--- src/rtl/edge_event_arbiter_if.sv ---
// ============================================================================
//  Module   : edge_event_arbiter_if
//  Purpose  : Groups the arbiter's channel inputs, configuration masks,
//             overflow status and the valid/ready event port.
//  Revision : 1.0  initial release
// ============================================================================
`default_nettype none

interface edge_event_arbiter_if #(
  parameter int NUM_CH = 4,
  parameter int ID_W   = 2
) ();

  logic [NUM_CH-1:0] signal_in;
  logic [NUM_CH-1:0] rise_en;
  logic [NUM_CH-1:0] fall_en;
  logic              evt_valid;
  logic              evt_ready;
  logic [ID_W-1:0]   evt_ch;
  logic              evt_rise;
  logic [NUM_CH-1:0] overflow;
  logic              ovf_clear;

  // Arbiter side: produces events and overflow status.
  modport master (
    input  signal_in,
    input  rise_en,
    input  fall_en,
    input  evt_ready,
    input  ovf_clear,
    output evt_valid,
    output evt_ch,
    output evt_rise,
    output overflow
  );

  // Environment / consumer side.
  modport slave (
    output signal_in,
    output rise_en,
    output fall_en,
    output evt_ready,
    output ovf_clear,
    input  evt_valid,
    input  evt_ch,
    input  evt_rise,
    input  overflow
  );

endinterface

`default_nettype wire

--- src/rtl/edge_event_arbiter.sv ---
// ============================================================================
//  Module   : edge_event_arbiter
//  Purpose  : Detects rising/falling edges on NUM_CH synchronous inputs,
//             keeps one pending event per channel and serialises them onto
//             a single valid/ready port with round-robin fairness. Edges
//             dropped because a slot is occupied set sticky overflow bits.
//  Revision : 1.0  initial release
// ============================================================================
`default_nettype none

module edge_event_arbiter #(
  parameter int NUM_CH = 4,
  parameter int ID_W   = 2
) (
  input  logic                  clk,
  input  logic                  rst,
  edge_event_arbiter_if.master  bus
);

  localparam logic [ID_W-1:0]   c_LAST_CH = ID_W'(NUM_CH - 1);
  localparam logic [NUM_CH-1:0] c_ONE     = NUM_CH'(1);

  typedef enum logic [0:0] {
    ST_IDLE  = 1'b0,
    ST_OFFER = 1'b1
  } state_t;

  // Registered state
  state_t            r_state;
  logic [NUM_CH-1:0] r_prev;
  logic [NUM_CH-1:0] r_pending;
  logic [NUM_CH-1:0] r_ptype;
  logic [NUM_CH-1:0] r_overflow;
  logic              r_evt_valid;
  logic [ID_W-1:0]   r_evt_ch;
  logic              r_evt_rise;
  logic [ID_W-1:0]   r_rr_ptr;

  // Combinational
  state_t            w_state_next;
  logic [NUM_CH-1:0] w_rise;
  logic [NUM_CH-1:0] w_fall;
  logic [NUM_CH-1:0] w_qual;
  logic [NUM_CH-1:0] w_drop;
  logic [NUM_CH-1:0] w_drain;
  logic [NUM_CH-1:0] w_pending_next;
  logic [NUM_CH-1:0] w_ptype_next;
  logic              w_found;
  logic [ID_W-1:0]   w_winner;
  logic              w_load;
  logic              w_release;

  // Channel index reached by stepping 'off' positions past 'base', modulo NUM_CH.
  function automatic logic [ID_W-1:0] rr_index(input logic [ID_W-1:0] base, input int off);
    int sum;
    sum = int'(base) + off;
    if (sum >= NUM_CH) sum = sum - NUM_CH;
    return sum[ID_W-1:0];
  endfunction

  // Per-channel edge qualification and next-slot computation. A slot that is
  // drained this cycle is free to accept a new edge, so no overflow occurs.
  for (genvar i = 0; i < NUM_CH; i++) begin : g_ch
    assign w_rise[i]         = bus.signal_in[i] & ~r_prev[i];
    assign w_fall[i]         = ~bus.signal_in[i] & r_prev[i];
    assign w_qual[i]         = (w_rise[i] & bus.rise_en[i]) | (w_fall[i] & bus.fall_en[i]);
    assign w_drop[i]         = w_qual[i] & r_pending[i] & ~w_drain[i];
    assign w_pending_next[i] = w_qual[i] | (r_pending[i] & ~w_drain[i]);
    assign w_ptype_next[i]   = (w_qual[i] & ~w_drop[i]) ? w_rise[i] : r_ptype[i];
  end

  // Round-robin search: walk offsets from NUM_CH down to 1 so the closest
  // pending channel after the last grant overwrites farther ones.
  always_comb begin
    w_found  = 1'b0;
    w_winner = '0;
    for (int k = NUM_CH; k >= 1; k--) begin
      if (r_pending[rr_index(r_rr_ptr, k)]) begin
        w_found  = 1'b1;
        w_winner = rr_index(r_rr_ptr, k);
      end
    end
  end

  // Next-state logic: decide when to load a new winner or retire the offer.
  always_comb begin
    w_state_next = r_state;
    w_load       = 1'b0;
    w_release    = 1'b0;
    case (r_state)
      ST_IDLE: begin
        if (w_found) begin
          w_load       = 1'b1;
          w_state_next = ST_OFFER;
        end
      end
      ST_OFFER: begin
        if (r_evt_valid && bus.evt_ready) begin
          if (w_found) begin
            w_load = 1'b1;
          end else begin
            w_release    = 1'b1;
            w_state_next = ST_IDLE;
          end
        end
      end
      default: w_state_next = ST_IDLE;
    endcase
  end

  assign w_drain = w_load ? (c_ONE << w_winner) : '0;

  // FSM state register.
  always_ff @(posedge clk or posedge rst) begin
    if (rst) r_state <= ST_IDLE;
    else     r_state <= w_state_next;
  end

  // Edge history and pending slots.
  always_ff @(posedge clk or posedge rst) begin
    if (rst) begin
      r_prev    <= '0;
      r_pending <= '0;
      r_ptype   <= '0;
    end else begin
      r_prev    <= bus.signal_in;
      r_pending <= w_pending_next;
      r_ptype   <= w_ptype_next;
    end
  end

  // Sticky overflow; a new drop wins over a same-cycle clear.
  always_ff @(posedge clk or posedge rst) begin
    if (rst) r_overflow <= '0;
    else     r_overflow <= (bus.ovf_clear ? '0 : r_overflow) | w_drop;
  end

  // Registered event port and round-robin pointer.
  always_ff @(posedge clk or posedge rst) begin
    if (rst) begin
      r_evt_valid <= 1'b0;
      r_evt_ch    <= '0;
      r_evt_rise  <= 1'b0;
      r_rr_ptr    <= c_LAST_CH;
    end else if (w_load) begin
      r_evt_valid <= 1'b1;
      r_evt_ch    <= w_winner;
      r_evt_rise  <= r_ptype[w_winner];
      r_rr_ptr    <= w_winner;
    end else if (w_release) begin
      r_evt_valid <= 1'b0;
    end
  end

  assign bus.evt_valid = r_evt_valid;
  assign bus.evt_ch    = r_evt_ch;
  assign bus.evt_rise  = r_evt_rise;
  assign bus.overflow  = r_overflow;

endmodule

`default_nettype wire
--- src/flat_wrapper.sv ---
// flat-port wrapper written by rule: the top's interface ports become plain ports
module edge_event_arbiter_flat 
#(
  parameter int NUM_CH = 4,
  parameter int ID_W   = 2
)
  (clk, rst, bus_signal_in, bus_rise_en, bus_fall_en, bus_evt_ready, bus_ovf_clear, bus_evt_valid, bus_evt_ch, bus_evt_rise, bus_overflow);
  edge_event_arbiter_if #(.NUM_CH(NUM_CH), .ID_W(ID_W)) bus_i ();
  input  logic clk;
  input  logic rst;
  input wire logic [$bits(bus_i.signal_in)-1:0] bus_signal_in;
  input wire logic [$bits(bus_i.rise_en)-1:0] bus_rise_en;
  input wire logic [$bits(bus_i.fall_en)-1:0] bus_fall_en;
  input wire logic [$bits(bus_i.evt_ready)-1:0] bus_evt_ready;
  input wire logic [$bits(bus_i.ovf_clear)-1:0] bus_ovf_clear;
  output wire logic [$bits(bus_i.evt_valid)-1:0] bus_evt_valid;
  output wire logic [$bits(bus_i.evt_ch)-1:0] bus_evt_ch;
  output wire logic [$bits(bus_i.evt_rise)-1:0] bus_evt_rise;
  output wire logic [$bits(bus_i.overflow)-1:0] bus_overflow;
  assign bus_i.signal_in = bus_signal_in;
  assign bus_i.rise_en = bus_rise_en;
  assign bus_i.fall_en = bus_fall_en;
  assign bus_i.evt_ready = bus_evt_ready;
  assign bus_i.ovf_clear = bus_ovf_clear;
  assign bus_evt_valid = bus_i.evt_valid;
  assign bus_evt_ch = bus_i.evt_ch;
  assign bus_evt_rise = bus_i.evt_rise;
  assign bus_overflow = bus_i.overflow;
  edge_event_arbiter #(.NUM_CH(NUM_CH), .ID_W(ID_W)) u_core (.clk(clk), .rst(rst), .bus(bus_i));
endmodule
--- config.mk ---
export PLATFORM = sky130hd
export DESIGN_NAME = edge_event_arbiter_flat
export DESIGN_NICKNAME = d
export VERILOG_FILES = /design/src/rtl/edge_event_arbiter_if.sv /design/src/rtl/edge_event_arbiter.sv /design/src/flat_wrapper.sv
export SDC_FILE = /design/constraint.sdc
export NUM_CORES = 1
export LEC_CHECK = 0
export BUFFER_PORTS_ARGS = -buffer_cell sky130_fd_sc_hd__buf_2
export CAP_MARGIN = 20
export CORE_UTILIZATION = 55
export CTS_BUF_LIST = sky130_fd_sc_hd__clkbuf_4 sky130_fd_sc_hd__clkbuf_8
export CTS_CLUSTER_DIAMETER = 150
export CTS_CLUSTER_SIZE = 16
export DETAILED_ROUTE_END_ITERATION = 16
export PLACE_DENSITY = 0.8
export SLEW_MARGIN = 10
export SYNTH_ARGS = -nofsm -noshare
export SYNTH_HDL_FRONTEND = slang
export SYNTH_SLANG_ARGS = --single-unit
export TNS_END_PERCENT = 10
--- constraint.sdc ---
create_clock -name clk -period 2.19 [get_ports clk]
set_input_delay 0.5475 -clock clk [delete_from_list [all_inputs] [get_ports clk]]
set_output_delay 0.5475 -clock clk [all_outputs]
set_load 0.05 [all_outputs]
== Word level (Yosys, flattened, before mapping) ==
Index checks and enable logic that the tools add are counted.

* Word-level logic and storage cells: 124
* Register bits: 23
* Output and inout bits: 8
* Bits of input ports: 16

* Reductions and logical operators: 2
* Shifts and indexed selects: 1
* Add/sub/neg operators: 8
* Magnitude comparators: 9
* Bitwise gates (word level): 58
* Mux-type cells: 34

{| class="wikitable"
|+ Operators with widths
! cell !! count
|-
| $and 1x1->1 || 32
|-
| $mux 1 || 17
|-
| $not 1->1 || 17
|-
| $mux 2 || 8
|-
| $lt 2x3->1 const B || 5
|-
| $bmux 1 s2 || 5
|-
| $ge 3x3->1 const B || 3
|-
| $mux 4 || 2
|-
| $or 1x1->1 || 8
|-
| $sub 2x1->2 const B || 4
|-
| $add 2x2->3 const B || 2
|-
| $add 2x3->4 const B || 1
|-
| $ge 4x3->1 const B || 1
|-
| $or 4x4->4 || 1
|-
| $pmux 1 s2 || 2
|-
| $shl 1x2->4 const A || 1
|-
| $add 2x1->3 const B || 1
|-
| $reduce_bool 2->1 || 1
|-
| $logic_and 1x1->1 || 1
|}

== Depth between registers and ports, before layout ==
Gate-level depths: netlist (run 1).

* Word-level depth: 17
* Depth in mapped cells: 6
* Gate-level depth less buffers: 5

== Worst setup path before layout (run 1) ==
Ideal clock, no wire load.

* Path type: register -> register
* From: register u_core.r_evt_valid (netlist: u_core.bus.evt_valid)
* To: register u_core.r_ptype[2]
* Stages on the path, launching flop included: 6
* Arrival time: 1.905 ns
* Period minus slack after synthesis: 2.033 ns
* Path slack: 0.157 ns
* Buffers on the path: 0
* Data required time: 2.063 ns
* Library setup time: 0.127 ns
* Path through: dfrtp_1 > a21boi_1 > or2_2 > o41ai_2 > and2b_1 > mux2_1

* Word-level cells in the longest chain between the ends: 8

{| class="wikitable"
|+ RTL lines
! item !! line !! RTL
|-
| from (decl) || edge_event_arbiter.sv:34 || <nowiki>logic r_evt_valid;</nowiki>
|-
| from (signal assigned) || edge_event_arbiter.sv:141 || <nowiki>r_evt_valid <= 1'b0;</nowiki>
|-
| from (signal assigned) || edge_event_arbiter.sv:146 || <nowiki>r_evt_valid <= 1'b1;</nowiki>
|-
| from (signal assigned) || edge_event_arbiter.sv:151 || <nowiki>r_evt_valid <= 1'b0;</nowiki>
|-
| $logic_and 1x1->1 || edge_event_arbiter.sv:98 || <nowiki>if (r_evt_valid && bus.evt_ready) begin</nowiki>
|-
| $mux 1 || edge_event_arbiter.sv:98 ||
|-
| $pmux 1 s2 || edge_event_arbiter.sv:90 || <nowiki>case (r_state)</nowiki>
|-
| $mux 4 || edge_event_arbiter.sv:111 || <nowiki>assign w_drain = w_load ? (c_ONE << w_winner) : '0;</nowiki>
|-
| $not 1->1 || edge_event_arbiter.sv:67 || <nowiki>assign w_drop[i] = w_qual[i] & r_pending[i] & ~w_drain[i];</nowiki>
|-
| $and 1x1->1 || edge_event_arbiter.sv:67 ||
|-
| $not 1->1 || edge_event_arbiter.sv:69 || <nowiki>assign w_ptype_next[i] = (w_qual[i] & ~w_drop[i]) ? w_rise[i] : r_ptype[i];</nowiki>
|-
| $and 1x1->1 || edge_event_arbiter.sv:69 ||
|-
| to (signal assigned) || edge_event_arbiter.sv:128 || <nowiki>r_ptype <= w_ptype_next;</nowiki>
|-
| to (decl) || edge_event_arbiter.sv:32 || <nowiki>logic [NUM_CH-1:0] r_ptype;</nowiki>
|}

No other way between the ends.
A chain may end at the register's enable or synchronous reset.

== Worst setup path in the final report (run 1) ==
* From: register u_core.r_rr_ptr[1]
* To: register u_core.r_ptype[2]

* Word-level cells in the longest chain between the ends: 17
* Elaborated cells on any way between the ends: 41
* Those cells by class: 8 x add/sub; 4 x order compare; 1 x shift; 24 x mux; 4 x bitwise

{| class="wikitable"
|+ RTL lines
! item !! line !! RTL
|-
| from (decl) || edge_event_arbiter.sv:37 || <nowiki>logic [ID_W-1:0] r_rr_ptr;</nowiki>
|-
| from (signal assigned) || edge_event_arbiter.sv:144 || <nowiki>r_rr_ptr <= c_LAST_CH;</nowiki>
|-
| from (signal assigned) || edge_event_arbiter.sv:149 || <nowiki>r_rr_ptr <= w_winner;</nowiki>
|-
| $add 2x3->4 || edge_event_arbiter.sv:56 || <nowiki>sum = int'(base) + off;</nowiki>
|-
| $ge 4x3->1 / $sub 2x1->2 (equally long branches) || edge_event_arbiter.sv:57 || <nowiki>if (sum >= NUM_CH) sum = sum - NUM_CH;</nowiki>
|-
| $mux 2 || edge_event_arbiter.sv:57 ||
|-
| $bmux 1 s2 || edge_event_arbiter.sv:78 || <nowiki>if (r_pending[rr_index(r_rr_ptr, k)]) begin</nowiki>
|-
| $mux 1 (not written as such) || edge_event_arbiter.sv:78 ||
|-
| $mux 1 (4 in series) || edge_event_arbiter.sv:78 ||
|-
| $mux 1 || edge_event_arbiter.sv:92, edge_event_arbiter.sv:99 ||
|-
| $mux 1 || edge_event_arbiter.sv:98 ||
|-
| $pmux 1 s2 || edge_event_arbiter.sv:90 ||
|-
| $mux 4 * || edge_event_arbiter.sv:111 ||
|-
| $not 1->1 * || edge_event_arbiter.sv:67 ||
|-
| $and 1x1->1 * || edge_event_arbiter.sv:67 ||
|-
| $not 1->1 * || edge_event_arbiter.sv:69 ||
|-
| $and 1x1->1 * || edge_event_arbiter.sv:69 ||
|}

Every way passes the cells marked *; elsewhere a longest branch is shown, timed or not. The select of a mux whose other input is x is not followed.

==> results.cfg, run 1 <==
[outcome]
status = completed

[power_and_ir_drop]
clkPwrFrac = 0.109
p_sw_frac = 0.449
p_leak_nw = 0.637
p_per_area_nw_per_um2 = 1420
pwr-share-comb = 0.504
p_int_mw = 1.02
seqPwrFrac = 0.387
ir_drop_mv = 0.884
power_switching_mw = 0.830

[timing]
relSlewSlack = 0.712
max_freq_mhz = 491
finalSetupViolations = 0
rsz0062_at_grt = no
worst_pin_slew_ns = 0.428
fin_ws_ns = 0.154
fin_crit_sh = 0.930
final-max-slew-violation-count = 0
fin_worst_skew_ns = 0.00210
fin_setup_tns_ns = 0
finalCriticalPeriod_ns = 2.04
hold_violations = 0

[synthesis]
yosys-mux-area-fraction = 0.0605
synthTopCellsByArea = dfrtp_1 (47%), dfstp_2 (4.7%), nand2_1 (4.4%)
synth_top_family_by_area = compound AO/OA/AOI/OAI gates
synth.most_common_cell = dfrtp_1
postSynthAreaPerCell_um2 = 10.6
netlist_area_um2 = 1120
yosys_warnings = 0
synth_flop_cell = dfrtp_1
synthesis.nets = 121
ys_ff_latch = 23
synth_simple_gate_area_frac = 0.176
postSynth.asyncResetShare = 1.00
synth_top_area_frac = 0.470
synthCells = 105
synth_common_cells = dfrtp_1 (21), nand2_1 (13), nor2_1 (9)
yosysTopAreaCell = dfrtp_1
synth_edf_count = 0
synth.distinct_cells = 36
synth_compound_area_frac = 0.209
yosysSeqAreaShare = 0.517
synthAdderAreaFrac = 0
synth-xor-area-share = 0

[setup_path]
critical_path_class = reg2reg
crit_chain = mux2i_1 > o2bb2ai_2 > o41ai_2 > and2b_1 > mux2_1
start_kind = flop
slowest_delay_ns = 0.60
crit_required_ns = 2.38
arrival_ns = 2.23
critPathSlowestCell = dfstp_2
cp_max_fo = 7
setup.worst_path.end_class = flop
critPathTopFamily = compound AO/OA/AOI/OAI gates
critPathBufInv = 0

[clocking]
clk_pin_slew_worst_paths_ns = 0.12
cts_tree = yes
post_cts_resized = 0
cts_root_buf = clkbuf_4
clk_path_buf_depth = 2
cts_buffers = 3
post_cts_buffers = 0
cts_max_level = 1
clock-sinks = 23
ctsHoldBuffers = 0
insertion_delay_ns = 0.30

[global_route]
grt_pass1_vias = 809
grt_pass1_wl_um = 3370
grt_max_degree = 24
grt_usage = 0.221
antenna_found_initial = 0
grt-ovfl-total = 0

[floorplanning]
start_util = 0.614
die_h_um = 47.1
die-area_um2 = 2220
rows = 15
ios = 24
die_x_um = 47.1
core-area_um2 = 1820

[place]
io_buffer_count = 23
placed_area_um2 = 1270
gp_congestion = 0.870
post-dp-hpwl_um = 1610
pre_cts_slack_ns = 0.159

[min_path]
min_path_type = in2async

[route]
firstDrtPassIters = 3
wire_per_inst_um = 12.7
via_count = 866
first_iter_violations = 10
routed_wl_um = 2020
route.detailed.drc = 0
ant_nets = 0
viasPerCell = 5.45

[finish]
layout.nets = 151
syn2layout_area_growth_pct = 16.8
final_area_um2 = 1310
diodes = 0
drive_gt1_frac = 0.328

[flow_run]
drv_cap = 0
-- power by group through the flow --
| stage | combinational, mW | sequential (mW) | clock, mW |
|---|---|---|---|
| 2_1_floorplan | 0.542 | 0.893 | 0 |
| 3_3_place_gp | 0.908 | 0.714 | 0 |
| 3_5_place_dp | 0.930 | 0.725 | 0 |
| 4_1_cts | 0.936 | 0.715 | 0.206 |
| 5_1_grt | 1.00 | 0.739 | 0.223 |
| 6_report | 0.931 | 0.714 | 0.202 |
-- final timing paths --
kind / from / endpoint / slack (ns) / cells past startpoint
setup / recovery: u_core.r_rr_ptr[1] / u_core.r_ptype[2] / 0.15 / 5
hold / removal: rst / u_core.r_pending[1] / 0.26 / 3
setup reg to reg: u_core.r_rr_ptr[1] / u_core.r_ptype[2] / 0.15 / 5
hold reg to reg: u_core.r_ptype[2] / u_core.r_ptype[2] / 0.52 / 1
max in group asynchronous: rst / u_core.r_rr_ptr[0] / 1.65 / 3
min in group clk: bus_signal_in[3] / u_core.r_prev[3] / 0.37 / 1
-- worst reg2reg max path, stage by stage, from the launching register on --
cell,delay (ns)
dfstp_2,0.60
mux2i_1,0.23
o2bb2ai_2,0.14
o41ai_2,0.46
and2b_1,0.19
mux2_1,0.31
-- routing by layer --
metal	GRT usage	vias to the layer above	share of wire
met5	0	-	0
met4	0.0914	0	0.0030
met3	0.0269	2	0.022
met2	0.375	12	0.50
met1	0.289	420	0.47
li1	-	432	-
-- stage by stage --
step	hold WS (ns)	utilization	instances	total power, mW
floorplan	0.458	-	105	1.44
global placement	0.467	0.700	155	1.62
detailed placement	0.489	0.700	155	1.65
CTS	0.269	0.717	159	1.86
global route	0.277	0.717	159	1.97
finish	0.256	0.717	159	1.85
-- logic make-up after synthesis --
kind of cell / Yosys count
buf+inv: 9
flops: 23
simple gates: 38
compound gates: 29
mux: 6
-- state kept, by name (all words and copies together) (netlist names) --
name / flops
u_core.bus.evt_ch: 2
u_core.bus.evt_rise: 1
u_core.bus.evt_valid: 1
u_core.bus.overflow: 4
u_core.r_pending: 4
u_core.r_prev: 4
u_core.r_ptype: 4
u_core.r_rr_ptr: 2
u_core.r_state: 1
-- cell usage in the layout (no fill, tap or decap), types with 3 or more instances in the layout --
cell type / netlist / layout
a21oi_1: 6 / 6
a31oi_1: 3 / 3
buf_2: 0 / 23
buf_4: 0 / 3
clkbuf_4: 0 / 4
dfrtp_1: 21 / 21
inv_1: 8 / 8
mux2i_1: 3 / 3
nand2_1: 13 / 13
nand3_1: 3 / 3
nor2_1: 9 / 9
o22ai_1: 4 / 4
-- final cells by class --
class,count,area [um2]
sequential,23,578
fill,152,515
multi-input combinational,73,498
timing repair buffer,26,138
tap,25,31.3
clock buffer,4,30.0
inverter,8,30.0
(Power assumes the default switching activity.)
==> run 2, diff against run 1 <==
- GPL_TIMING_DRIVEN: not set -> 0
==> results.cfg, run 2 (synthesis gave the netlist of run 1 again) <==
[outcome]
status = completed

[route]
firstDrtPassIters = 4
routed_wl_um = 2090
first_iter_violations = 16
route.detailed.drc = 0
via_count = 867
wire_per_inst_um = 13.3
ant_nets = 0
viasPerCell = 5.52

[timing]
fin_crit_sh = 0.953
fin_setup_tns_ns = 0
relSlewSlack = 0.418
max_freq_mhz = 479
rsz0062_at_grt = no
finalCriticalPeriod_ns = 2.09
final-max-slew-violation-count = 0
fin_ws_ns = 0.103
worst_pin_slew_ns = 0.871
hold_slack_ns = 0.349
finalSetupViolations = 0
hold_violations = 0
fin_worst_skew_ns = 0.00683

[finish]
final_cell_mix = buf_2 (23), dfrtp_1 (21), nand2_1 (13)
final_area_um2 = 1290
syn2layout_area_growth_pct = 15.8
layout.nets = 149
final_cells = 157
diodes = 0
drive_gt1_frac = 0.318
layout_commonest_cell = buf_2

[setup_path]
critPathBufInv = 0
setup.worst_path.end_class = flop
critPathSlowestCell = dfstp_2
cp_max_fo = 7
start_kind = flop
crit_required_ns = 2.40
slowest_delay_ns = 0.61
arrival_ns = 2.30
critical_path_class = reg2reg
critPathTopFamily = flip-flops
crit_chain = mux2i_1 > o2bb2ai_2 > o41ai_2 > and2b_1 > mux2_1

[global_route]
grt_pass1_vias = 786
grt_usage = 0.217
grt-ovfl-total = 0
grt_max_degree = 24
antenna_found_initial = 0
grt_pass1_wl_um = 3290

[place]
pre_cts_slack_ns = 0.123
placed_cells = 153
placed_area_um2 = 1260
gp_congestion = 0.835
post-dp-hpwl_um = 1580
io_buffer_count = 23

[clocking]
cts_max_level = 1
insertion_delay_ns = 0.31
post_cts_buffers = 0
cts_root_buf = clkbuf_4
clock-sinks = 23
post_cts_resized = 0
clk_pin_slew_worst_paths_ns = 0.12
ctsHoldBuffers = 0
cts_buffers = 3
clk_path_buf_depth = 2
cts_tree = yes

[floorplanning]
die_x_um = 47.1
die_h_um = 47.1
die-area_um2 = 2220
ios = 24
rows = 15
start_util = 0.614
core-area_um2 = 1820

[power_and_ir_drop]
clkPwrFrac = 0.114
power_switching_mw = 0.829
ir_drop_mv = 0.860
p_int_mw = 1.00
p_sw_frac = 0.452
p_leak_nw = 0.628
p_per_area_nw_per_um2 = 1420
pwr-share-comb = 0.504
seqPwrFrac = 0.382

[min_path]
min_path_type = in2reg

[flow_run]
drv_cap = 0
==> run 2: routing by layer <==
| layer | vias up | wire, um | global-route usage |
|---|---|---|---|
| li1 | 428 | - | - |
| met3 | 5 | 105 | 0.0231 |
| met4 | 0 | 34 | 0.0857 |
| met2 | 33 | 984 | 0.378 |
| met5 | - | 0 | 0 |
| met1 | 401 | 968 | 0.279 |
==> run 2: area by class of cell <==
type | count | area, um2
Inverter | 8 | 30.0
Fill cell | 163 | 527
Multi-Input combinational cell | 73 | 498
Clock buffer | 4 | 30.0
Sequential cell | 23 | 578
Timing Repair Buffer | 23 | 115
Buffer | 1 | 11.3
Tap cell | 25 | 31.3
==> run 2: final timing paths <==
path / startpoint / to / slack [ns] / cells after the start
worst min register to register: u_core.bus.evt_ch[1] / u_core.bus.evt_ch[1] / 0.49 / 1
max in group asynchronous: rst / u_core.r_pending[3] / 1.26 / 2
worst max-delay path: u_core.r_rr_ptr[1] / u_core.r_ptype[2] / 0.10 / 5
min in group asynchronous: rst / u_core.r_pending[2] / 0.40 / 2
worst max register to register: u_core.r_rr_ptr[1] / u_core.r_ptype[2] / 0.10 / 5
worst min-delay path: bus_signal_in[3] / u_core.r_prev[3] / 0.35 / 1
==> run 2: power groups by stage <==
stage	Clock (mW)	Sequential [mW]	Combinational (mW)
after floorplan	0	0.893	0.542
after global placement	0	0.699	0.904
after detailed placement	0	0.707	0.927
after CTS	0.209	0.699	0.931
after global routing	0.219	0.719	1.00
final	0.208	0.700	0.924
==> run 2: metrics by stage <==
stage	util	power, mW
after floorplan	-	1.44
after global placement	0.694	1.60
after detailed placement	0.694	1.63
after CTS	0.711	1.84
after global routing	0.711	1.94
final	0.711	1.83
